File: config.mk
export PLATFORM = sky130hd
export DESIGN_NAME = ttio_icb_cmd_buf_flat
export DESIGN_NICKNAME = d
export VERILOG_FILES = /design/src/rtl/ttio_icb_cmd_buf_if.sv /design/src/rtl/ttio_icb_cmd_buf.sv /design/src/flat_wrapper.sv
export SDC_FILE = /design/constraint.sdc
export NUM_CORES = 1
export LEC_CHECK = 0
export CAP_MARGIN = 20
export CORE_ASPECT_RATIO = 1.4
export CORE_MARGIN = 2
export CORE_UTILIZATION = 44
export CTS_CLUSTER_SIZE = 20
export DETAILED_ROUTE_END_ITERATION = 12
export GPL_TIMING_DRIVEN = 0
export HOLD_SLACK_MARGIN = 0.15
export PLACE_DENSITY = 0.77
export SYNTH_ARGS = -nofsm -noshare
export SYNTH_HDL_FRONTEND = slang
export SYNTH_SLANG_ARGS = --single-unit
File: constraint.sdc
create_clock -name clk -period 4.77 [get_ports clk]
set_input_delay 0.7155 -clock clk [delete_from_list [all_inputs] [get_ports clk]]
set_output_delay 0.7155 -clock clk [all_outputs]
set_load 0.01 [all_outputs]
File: src/rtl/ttio_icb_cmd_buf_if.sv
// rtl/ttio_icb_cmd_buf_if.sv - ICB command/response bundle between TTIO, the command buffer and LSU-ctrl
//
// One instance carries one ICB link: the command channel (valid/ready plus
// payload) flowing from master to slave, and the response channel
// (valid/ready plus err/rdata) flowing back.
//   master : drives cmd_* payload, cmd_valid and rsp_ready
//   slave  : drives cmd_ready, rsp_valid, rsp_err and rsp_rdata
interface ttio_icb_cmd_buf_if #(
    parameter int ITAG_W = 1
);
    logic              cmd_valid;
    logic              cmd_ready;
    logic [31:0]       cmd_addr;
    logic              cmd_read;
    logic [31:0]       cmd_wdata;
    logic [3:0]        cmd_wmask;
    logic [1:0]        cmd_size;
    logic              cmd_usign;
    logic [ITAG_W-1:0] cmd_itag;
    logic              rsp_valid;
    logic              rsp_ready;
    logic              rsp_err;
    logic [31:0]       rsp_rdata;

    modport master (
        output cmd_valid, cmd_addr, cmd_read, cmd_wdata, cmd_wmask,
               cmd_size, cmd_usign, cmd_itag, rsp_ready,
        input  cmd_ready, rsp_valid, rsp_err, rsp_rdata
    );

    modport slave (
        input  cmd_valid, cmd_addr, cmd_read, cmd_wdata, cmd_wmask,
               cmd_size, cmd_usign, cmd_itag, rsp_ready,
        output cmd_ready, rsp_valid, rsp_err, rsp_rdata
    );
endinterface

File: src/rtl/ttio_icb_cmd_buf.sv
// rtl/ttio_icb_cmd_buf.sv - TTIO ICB command FIFO with outstanding-transaction cap and flush
//
// Ports:
//   clk         core clock
//   rst_n       asynchronous active-low reset
//   i_icb       slave side, from the TTIO ICB master (commands in, responses out)
//   o_icb       master side, towards LSU-ctrl (commands out, responses in)
//   flush_pulse one-cycle flush from commit; drops queued, not yet issued commands
//   buf_idle    FIFO empty and nothing outstanding at LSU-ctrl
module ttio_icb_cmd_buf #(
    parameter int DEPTH    = 2,
    parameter int OUTS_MAX = 2,
    parameter int ITAG_W   = 1
) (
    input  logic               clk,
    input  logic               rst_n,
    ttio_icb_cmd_buf_if.slave  i_icb,
    ttio_icb_cmd_buf_if.master o_icb,
    input  logic               flush_pulse,
    output logic               buf_idle
);
    localparam int PTR_W  = $clog2(DEPTH);
    localparam int CNT_W  = PTR_W + 1;
    localparam int OUTS_W = 4;
    localparam int ENT_W  = 32 + 1 + 32 + 4 + 2 + 1 + ITAG_W;

    logic [ENT_W-1:0]  mem [DEPTH];
    logic [ENT_W-1:0]  head;
    logic [PTR_W-1:0]  wr_ptr;
    logic [PTR_W-1:0]  rd_ptr;
    logic [CNT_W-1:0]  cnt;
    logic [OUTS_W-1:0] outs_cnt;
    logic              empty;
    logic              full;
    logic              cap_ok;
    logic              push;
    logic              pop;
    logic              rsp_hs;

    assign empty  = (cnt == '0);
    assign full   = (cnt == CNT_W'(DEPTH));
    assign cap_ok = (outs_cnt < OUTS_W'(OUTS_MAX));

    // Ready depends only on local state and flush, never on o_cmd_ready:
    // a full FIFO does not accept even when the head is leaving this cycle.
    assign i_icb.cmd_ready = ~full & ~flush_pulse;
    assign o_icb.cmd_valid = ~empty & cap_ok & ~flush_pulse;

    assign push   = i_icb.cmd_valid & i_icb.cmd_ready;
    assign pop    = o_icb.cmd_valid & o_icb.cmd_ready;
    assign rsp_hs = o_icb.rsp_valid & i_icb.rsp_ready;

    // Payload storage carries no reset; only the bookkeeping below is reset.
    always_ff @(posedge clk) begin
        if (push) begin
            mem[wr_ptr] <= {i_icb.cmd_addr, i_icb.cmd_read, i_icb.cmd_wdata,
                            i_icb.cmd_wmask, i_icb.cmd_size, i_icb.cmd_usign,
                            i_icb.cmd_itag};
        end
    end

    // Head is always read from storage, so a command needs at least one
    // edge to get from i_cmd_* to o_cmd_*.
    assign head = mem[rd_ptr];
    assign {o_icb.cmd_addr, o_icb.cmd_read, o_icb.cmd_wdata, o_icb.cmd_wmask,
            o_icb.cmd_size, o_icb.cmd_usign, o_icb.cmd_itag} = head;

    always_ff @(posedge clk or negedge rst_n) begin
        if (!rst_n) begin
            wr_ptr <= '0;
            rd_ptr <= '0;
            cnt    <= '0;
        end else if (flush_pulse) begin
            // push and pop are both blocked during flush, so nothing is lost
            wr_ptr <= '0;
            rd_ptr <= '0;
            cnt    <= '0;
        end else begin
            if (push) begin
                wr_ptr <= wr_ptr + PTR_W'(1);
            end
            if (pop) begin
                rd_ptr <= rd_ptr + PTR_W'(1);
            end
            case ({push, pop})
                2'b10:   cnt <= cnt + CNT_W'(1);
                2'b01:   cnt <= cnt - CNT_W'(1);
                default: cnt <= cnt;
            endcase
        end
    end

    // Outstanding count is independent of flush: issued commands still
    // owe a response. A stray response at zero leaves the count at zero.
    always_ff @(posedge clk or negedge rst_n) begin
        if (!rst_n) begin
            outs_cnt <= '0;
        end else if (pop && !rsp_hs) begin
            outs_cnt <= outs_cnt + OUTS_W'(1);
        end else if (rsp_hs && !pop && (outs_cnt != '0)) begin
            outs_cnt <= outs_cnt - OUTS_W'(1);
        end
    end

    // Response path is pure wiring; LSU-ctrl returns in issue order.
    assign i_icb.rsp_valid = o_icb.rsp_valid;
    assign i_icb.rsp_err   = o_icb.rsp_err;
    assign i_icb.rsp_rdata = o_icb.rsp_rdata;
    assign o_icb.rsp_ready = i_icb.rsp_ready;

    assign buf_idle = empty & (outs_cnt == '0);

    a_rsp_without_outstanding: assert property (
        @(posedge clk) disable iff (!rst_n) rsp_hs |-> (outs_cnt != '0)
    );

    a_outs_capped: assert property (
        @(posedge clk) disable iff (!rst_n) outs_cnt <= OUTS_W'(OUTS_MAX)
    );
endmodule

File: src/flat_wrapper.sv
// flat-port wrapper written by rule: the top's interface ports become plain ports
module ttio_icb_cmd_buf_flat 
#(
    parameter int DEPTH    = 2,
    parameter int OUTS_MAX = 2,
    parameter int ITAG_W   = 1
)
  (clk, rst_n, flush_pulse, buf_idle, i_icb_cmd_valid, i_icb_cmd_addr, i_icb_cmd_read, i_icb_cmd_wdata, i_icb_cmd_wmask, i_icb_cmd_size, i_icb_cmd_usign, i_icb_cmd_itag, i_icb_rsp_ready, i_icb_cmd_ready, i_icb_rsp_valid, i_icb_rsp_err, i_icb_rsp_rdata, o_icb_cmd_valid, o_icb_cmd_addr, o_icb_cmd_read, o_icb_cmd_wdata, o_icb_cmd_wmask, o_icb_cmd_size, o_icb_cmd_usign, o_icb_cmd_itag, o_icb_rsp_ready, o_icb_cmd_ready, o_icb_rsp_valid, o_icb_rsp_err, o_icb_rsp_rdata);
  ttio_icb_cmd_buf_if #(.ITAG_W(ITAG_W)) i_icb_i ();
  ttio_icb_cmd_buf_if #(.ITAG_W(ITAG_W)) o_icb_i ();
  input  logic clk;
  input  logic rst_n;
  input  logic flush_pulse;
  output logic buf_idle;
  input wire logic [$bits(i_icb_i.cmd_valid)-1:0] i_icb_cmd_valid;
  input wire logic [$bits(i_icb_i.cmd_addr)-1:0] i_icb_cmd_addr;
  input wire logic [$bits(i_icb_i.cmd_read)-1:0] i_icb_cmd_read;
  input wire logic [$bits(i_icb_i.cmd_wdata)-1:0] i_icb_cmd_wdata;
  input wire logic [$bits(i_icb_i.cmd_wmask)-1:0] i_icb_cmd_wmask;
  input wire logic [$bits(i_icb_i.cmd_size)-1:0] i_icb_cmd_size;
  input wire logic [$bits(i_icb_i.cmd_usign)-1:0] i_icb_cmd_usign;
  input wire logic [$bits(i_icb_i.cmd_itag)-1:0] i_icb_cmd_itag;
  input wire logic [$bits(i_icb_i.rsp_ready)-1:0] i_icb_rsp_ready;
  output wire logic [$bits(i_icb_i.cmd_ready)-1:0] i_icb_cmd_ready;
  output wire logic [$bits(i_icb_i.rsp_valid)-1:0] i_icb_rsp_valid;
  output wire logic [$bits(i_icb_i.rsp_err)-1:0] i_icb_rsp_err;
  output wire logic [$bits(i_icb_i.rsp_rdata)-1:0] i_icb_rsp_rdata;
  output wire logic [$bits(o_icb_i.cmd_valid)-1:0] o_icb_cmd_valid;
  output wire logic [$bits(o_icb_i.cmd_addr)-1:0] o_icb_cmd_addr;
  output wire logic [$bits(o_icb_i.cmd_read)-1:0] o_icb_cmd_read;
  output wire logic [$bits(o_icb_i.cmd_wdata)-1:0] o_icb_cmd_wdata;
  output wire logic [$bits(o_icb_i.cmd_wmask)-1:0] o_icb_cmd_wmask;
  output wire logic [$bits(o_icb_i.cmd_size)-1:0] o_icb_cmd_size;
  output wire logic [$bits(o_icb_i.cmd_usign)-1:0] o_icb_cmd_usign;
  output wire logic [$bits(o_icb_i.cmd_itag)-1:0] o_icb_cmd_itag;
  output wire logic [$bits(o_icb_i.rsp_ready)-1:0] o_icb_rsp_ready;
  input wire logic [$bits(o_icb_i.cmd_ready)-1:0] o_icb_cmd_ready;
  input wire logic [$bits(o_icb_i.rsp_valid)-1:0] o_icb_rsp_valid;
  input wire logic [$bits(o_icb_i.rsp_err)-1:0] o_icb_rsp_err;
  input wire logic [$bits(o_icb_i.rsp_rdata)-1:0] o_icb_rsp_rdata;
  assign i_icb_i.cmd_valid = i_icb_cmd_valid;
  assign i_icb_i.cmd_addr = i_icb_cmd_addr;
  assign i_icb_i.cmd_read = i_icb_cmd_read;
  assign i_icb_i.cmd_wdata = i_icb_cmd_wdata;
  assign i_icb_i.cmd_wmask = i_icb_cmd_wmask;
  assign i_icb_i.cmd_size = i_icb_cmd_size;
  assign i_icb_i.cmd_usign = i_icb_cmd_usign;
  assign i_icb_i.cmd_itag = i_icb_cmd_itag;
  assign i_icb_i.rsp_ready = i_icb_rsp_ready;
  assign i_icb_cmd_ready = i_icb_i.cmd_ready;
  assign i_icb_rsp_valid = i_icb_i.rsp_valid;
  assign i_icb_rsp_err = i_icb_i.rsp_err;
  assign i_icb_rsp_rdata = i_icb_i.rsp_rdata;
  assign o_icb_cmd_valid = o_icb_i.cmd_valid;
  assign o_icb_cmd_addr = o_icb_i.cmd_addr;
  assign o_icb_cmd_read = o_icb_i.cmd_read;
  assign o_icb_cmd_wdata = o_icb_i.cmd_wdata;
  assign o_icb_cmd_wmask = o_icb_i.cmd_wmask;
  assign o_icb_cmd_size = o_icb_i.cmd_size;
  assign o_icb_cmd_usign = o_icb_i.cmd_usign;
  assign o_icb_cmd_itag = o_icb_i.cmd_itag;
  assign o_icb_rsp_ready = o_icb_i.rsp_ready;
  assign o_icb_i.cmd_ready = o_icb_cmd_ready;
  assign o_icb_i.rsp_valid = o_icb_rsp_valid;
  assign o_icb_i.rsp_err = o_icb_rsp_err;
  assign o_icb_i.rsp_rdata = o_icb_rsp_rdata;
  ttio_icb_cmd_buf #(.DEPTH(DEPTH), .OUTS_MAX(OUTS_MAX), .ITAG_W(ITAG_W)) u_core (.clk(clk), .rst_n(rst_n), .i_icb(i_icb_i), .o_icb(o_icb_i), .flush_pulse(flush_pulse), .buf_idle(buf_idle));
endmodule
# After elaboration in Yosys (flattened, before gate mapping)

Memories as Yosys holds them, arrays and structs flattened.
Index checks and enable logic that the tools add are counted.

Bits in registers: 8
Bits in latches: 0
RAM bits: 146
Memory bits (read-only): 0
Output and inout bits: 111
Memories kept: 1

Memory list:

| name       | words | bits a word | read ports | clocked after memory_dff | wr ports | RTL line               | RTL |
|---|---|---|---|---|---|---|---|
| u_core.mem | 2     | 73          | 1          | 0                        | 1        | ttio_icb_cmd_buf.sv:27 | `logic [ENT_W-1:0] mem [DEPTH];` |

Add/subtract/negate cells: 6
$mul: 0
Divide/modulo/power cells: 0
Magnitude comparators: 1
Equality and inequality tests: 3
Shift operators: 0
Multiplexer cells: 10
Bitwise logic cells: 10
Reductions and logical operators: 12

Operators by type and width:

| operator            | count |
|---|---|
| $mux 4              | 2 |
| $and 1x1->1         | 7 |
| $mux 1              | 6 |
| $reduce_bool 2->1   | 3 |
| $add 4x1->4 const B | 1 |
| $eq 2x2->1 const B  | 2 |
| $logic_not 4->1     | 1 |
| $lt 4x2->1 const B  | 1 |
| $pmux 2 s2          | 1 |
| $reduce_bool 4->1   | 1 |
| $sub 4x1->4 const B | 1 |
| $logic_and 1x1->1   | 3 |
| $not 1->1           | 3 |
| $reduce_bool 3->1   | 1 |
| $add 1x1->1 const B | 2 |
| $add 2x1->2 const B | 1 |
| $eq 2x1->1 const B  | 1 |
| $logic_not 1->1     | 2 |
| $logic_not 2->1     | 1 |
| $mux 2              | 1 |
| $sub 2x1->2 const B | 1 |

# Longest topological paths before layout

Depth after elaboration: 10
Mapped depth: 8
Depth with buffers taken out: 8

# Worst setup path after synthesis

Ideal clock, no wire load.

Path kind: input port to flip-flop
From: input flush_pulse
To: memory u_core.mem[0][0] (netlist bit) (enable)
Library setup time: 0.504 ns
Arrival time: 4.087 ns
Setup slack: 0.178 ns
Stages: 3
Buffers on the path: 0
Cell sequence: nor2_1 nand2_1 nor2_1

Longest elaborated chain between the ends: 5

RTL lines:

| what                         | RTL line               | RTL |
|---|---|---|
| start, declared              | flat_wrapper.sv:13     | `input logic flush_pulse;` |
| $not 1->1                    | ttio_icb_cmd_buf.sv:46 | `assign i_icb.cmd_ready = ~full & ~flush_pulse;` |
| $and 1x1->1                  | ttio_icb_cmd_buf.sv:46 |  |
| $and 1x1->1                  | ttio_icb_cmd_buf.sv:49 | `assign push = i_icb.cmd_valid & i_icb.cmd_ready;` |
| $mux 1                       | ttio_icb_cmd_buf.sv:55 | `if (push) begin` |
| $mux 1 (not written as such) | ttio_icb_cmd_buf.sv:56 | `mem[wr_ptr] <= {i_icb.cmd_addr, i_icb.cmd_read, i_icb.cmd_wdata,` |
| end, declared                | ttio_icb_cmd_buf.sv:27 |  |

No other way between the ends.

# Worst setup path in the final report

From: register u_core.rd_ptr
To: output o_icb_cmd_wdata[16]

Longest elaborated chain between the ends: 1

RTL lines:

| what                   | RTL line               | RTL |
|---|---|---|
| start, declared        | ttio_icb_cmd_buf.sv:30 | `logic [PTR_W-1:0] rd_ptr;` |
| start signal, assigned | ttio_icb_cmd_buf.sv:83 | `rd_ptr <= rd_ptr + PTR_W'(1);` |
| $mem_v2 2x73           | --                     |  |
| end, declared          | flat_wrapper.sv:31     | `output wire logic [$bits(o_icb_i.cmd_wdata)-1:0] o_icb_cmd_wdata;` |

No other way between the ends.

==> results.sh <==
export IMPL_grt_pass1_vias=3702
export IMPL_layout_commonest_cell="clkdlybuf4s50_1"
export IMPL_hold_class="flop to flop"
export IMPL_crit_buf_inv=3
export IMPL_syn_avg_cell_area_um2=19.0
export IMPL_drc_errors=0
export IMPL_endpoint="o_icb_cmd_wdata[16]"
export IMPL_holdWs_ns=0.577
export IMPL_drv_slew=0
export IMPL_boundaryPins=224
export IMPL_start_util_pct=45.1
export IMPL_crit_cells=4
export IMPL_crit_start="u_core.rd_ptr$_DFFE_PN0P_"
export IMPL_die_w_um=103
export IMPL_synth_cells=318
export IMPL_finalHoldViolCount=0
export IMPL_worstSetupStartpointType="flop"
export IMPL_grt_usage_pct=17.3
export IMPL_core_um2=13400
export IMPL_overflow=0
export IMPL_drive_above_1_share_pct=27.1
export IMPL_yosysWarnings=0
export IMPL_p_total_mw=3.47
export IMPL_slowest_stage="clkbuf_1"
export IMPL_slew_headroom_pct=58.2
export IMPL_synth_edf_count=146
export IMPL_synth_async_reset_ratio_pct=5.19
export IMPL_antenna_found_initial=2
export IMPL_path_class="flop to primary output"
export IMPL_reg2reg_from="u_core.outs_cnt[3]$_DFFE_PN0P_"
export IMPL_ys_seq_elements=154
export IMPL_regToRegSetupSlack_ns=2.10
export IMPL_p_per_area_nw_per_um2=394
export IMPL_ys_flop_type="edfxtp_1"
export IMPL_cpMostUsedCell="clkbuf_1"
export IMPL_dpl_hpwl_um=9230
export IMPL_max_stage_delay_ns=0.52
export IMPL_vias_per_cell=4.83
export IMPL_numCtsBuffers=17
export IMPL_status="complete, no violations"
export IMPL_postLayoutCoreUtil_pct=65.8
export IMPL_max_clock_path_buffers=2
export IMPL_cts_setup_buffers=0
export IMPL_mostFrequentLayoutCells="clkdlybuf4s50_1 (190), edfxtp_1 (146), mux2_2 (73)"
export IMPL_synth_net_count=434
export IMPL_clock_fmax_mhz=288
export IMPL_clockRootBuffer="clkbuf_16"
export IMPL_drtIter0Drc=156
export IMPL_maxCapViolCount=0
export IMPL_drt_pass1_iter_count=4
export IMPL_syn_area_um2=6040
export IMPL_cts_tree="built"
export IMPL_cts_hold_buf=0
export IMPL_dieArea_um2=14700
export IMPL_end_kind="primary output"
export IMPL_worstSkewPairLatency_ns=0.41
export IMPL_yosysSeqAreaShare_pct=75.9
export IMPL_vias=3503
export IMPL_fin_skew_ns=0.00615
export IMPL_worst_slew_pin_slew_ns=0.626
export IMPL_wire_per_inst_um=17.7
export IMPL_ant_nets=0
export IMPL_cp_arrival_ns=2.75
export IMPL_r2r_end="u_core.outs_cnt[3]$_DFFE_PN0P_"
export IMPL_die_h_um=143
export IMPL_nNetsFinal=646
export IMPL_drt_wl_total_um=12900
export IMPL_grt_max_degree=47
export IMPL_register_area_um2=4580
export IMPL_port_buffer_count=190
export IMPL_grt_pass1_wl_um=18400
export IMPL_fillerInstances=962
export IMPL_reg2reg_depth=8
export IMPL_htreeDepth=4
export IMPL_rows=50
export IMPL_place_congestion=0.763
export IMPL_path_delay_family="buffers and inverters"
export IMPL_rsz0062_at_grt="false"
export IMPL_clk_pin_slew_ns=0.06
export IMPL_finalSetupViolCount=0
export IMPL_crit_required_ns=4.05
export IMPL_clock_sinks=154
export IMPL_multiInputGateArea_um2=1170
export IMPL_leakagePower_nw=3.04
export IMPL_yosysUniqueCellTypes=34
export IMPL_path_max_fanout=10
export IMPL_ir_drop_uv=275
export IMPL_cp_cell_sequence="clkbuf_1 > clkbuf_1 > mux2_2 > clkdlybuf4s50_1"
export IMPL_area_growth_synth_to_final_pct=45.8
export IMPL_fin_crit_sh_pct=72.7
export IMPL_cts_resized=0
export IMPL_period_needed_ns=3.47
synth_stat cells, types with 2 or more instances:
master	number	area share (%)
and2_1	2	0.21
edfxtp_1	146	73
xor2_1	2	0.29
nand2_1	8	0.50
nor2_1	6	0.37
mux2_2	73	14
dfrtp_1	8	3.3
nand3b_1	2	0.25
ha_1	2	0.41
o21ai_0	2	0.17
mux2_1	2	0.37
clkbuf_1	8	0.50
nand3_1	2	0.17
buf_4	35	4.4
kinds of logic after synthesis:
kind of cell / count (synthesis) / synth area share [%]
buffers and inverters: 44 / 4.91
XOR/XNOR: 3 / 0.435
AND/OR/NAND/NOR: 30 / 2.74
multiplexers: 76 / 14.4
adder cells (fa/ha/maj): 3 / 0.746
AO/OA/AOI/OAI: 8 / 0.891
flip-flops: 154 / 75.9
registers in the layout (all words and copies together), names as in the netlist:
register,count
u_core.rd_ptr,1
u_core.wr_ptr,1
u_core.cnt,2
u_core.mem,146
u_core.outs_cnt,4
layer usage:
metal  wire length (µm)  GRT usage [%]  vias to the layer above  share of wire [%]
met5                  0              0                        -                  0
met4                342           8.24                        0                2.7
met1               4200           15.6                     1693                 33
met3               1020           6.12                       22                7.9
met2               7300           32.8                      168                 57
li1                   -              -                     1620                  -
worst min path at each step:
| stage | startpoint | end | slack, ns | cells after the start |
|---|---|---|---|---|
| final | u_core.outs_cnt[0]$_DFFE_PN0P_ | u_core.outs_cnt[0]$_DFFE_PN0P_ | 0.58 | 1 |
| after CTS | rst_n | u_core.outs_cnt[3]$_DFFE_PN0P_ | 0.58 | 1 |
| after detailed placement | u_core.outs_cnt[2]$_DFFE_PN0P_ | u_core.outs_cnt[2]$_DFFE_PN0P_ | 0.56 | 1 |
| after global routing | rst_n | u_core.outs_cnt[3]$_DFFE_PN0P_ | 0.59 | 1 |
| after floorplan | rst_n | u_core.cnt[0]$_DFFE_PN0P_ | 0.42 | 0 |
| after global placement | u_core.wr_ptr$_DFFE_PN0P_ | u_core.wr_ptr$_DFFE_PN0P_ | 0.54 | 2 |
through the flow:
stage                     setup TNS, ns  setup slack, ns  cell area (µm²)  instances
after global placement          -149.46            -2.05             8170        690
after global routing                  0             1.12             8800        725
after CTS                             0             1.19             8800        724
after detailed placement              0             1.63             8250        693
after floorplan                       0            0.178             6040        318
final                                 0             1.30             8800        726
cell type report:
cell class	instances	share of cell area (%)
Sequential cell	154	52.1
Timing Repair Buffer	193	22.4
Multi-Input combinational cell	120	13.3
Clock inverter	14	1.44
Tap cell	182	2.59
Inverter	1	0.0426
Clock buffer	17	4.83
Buffer	43	3.33
Antenna cell	2	0.0568
power by group:
group          switching, mW  internal (mW)
Combinational          0.254          0.350
Sequential            0.0448           1.58
Clock                  0.557          0.684
No activity file was read; power rests on OpenSTA's default activity.
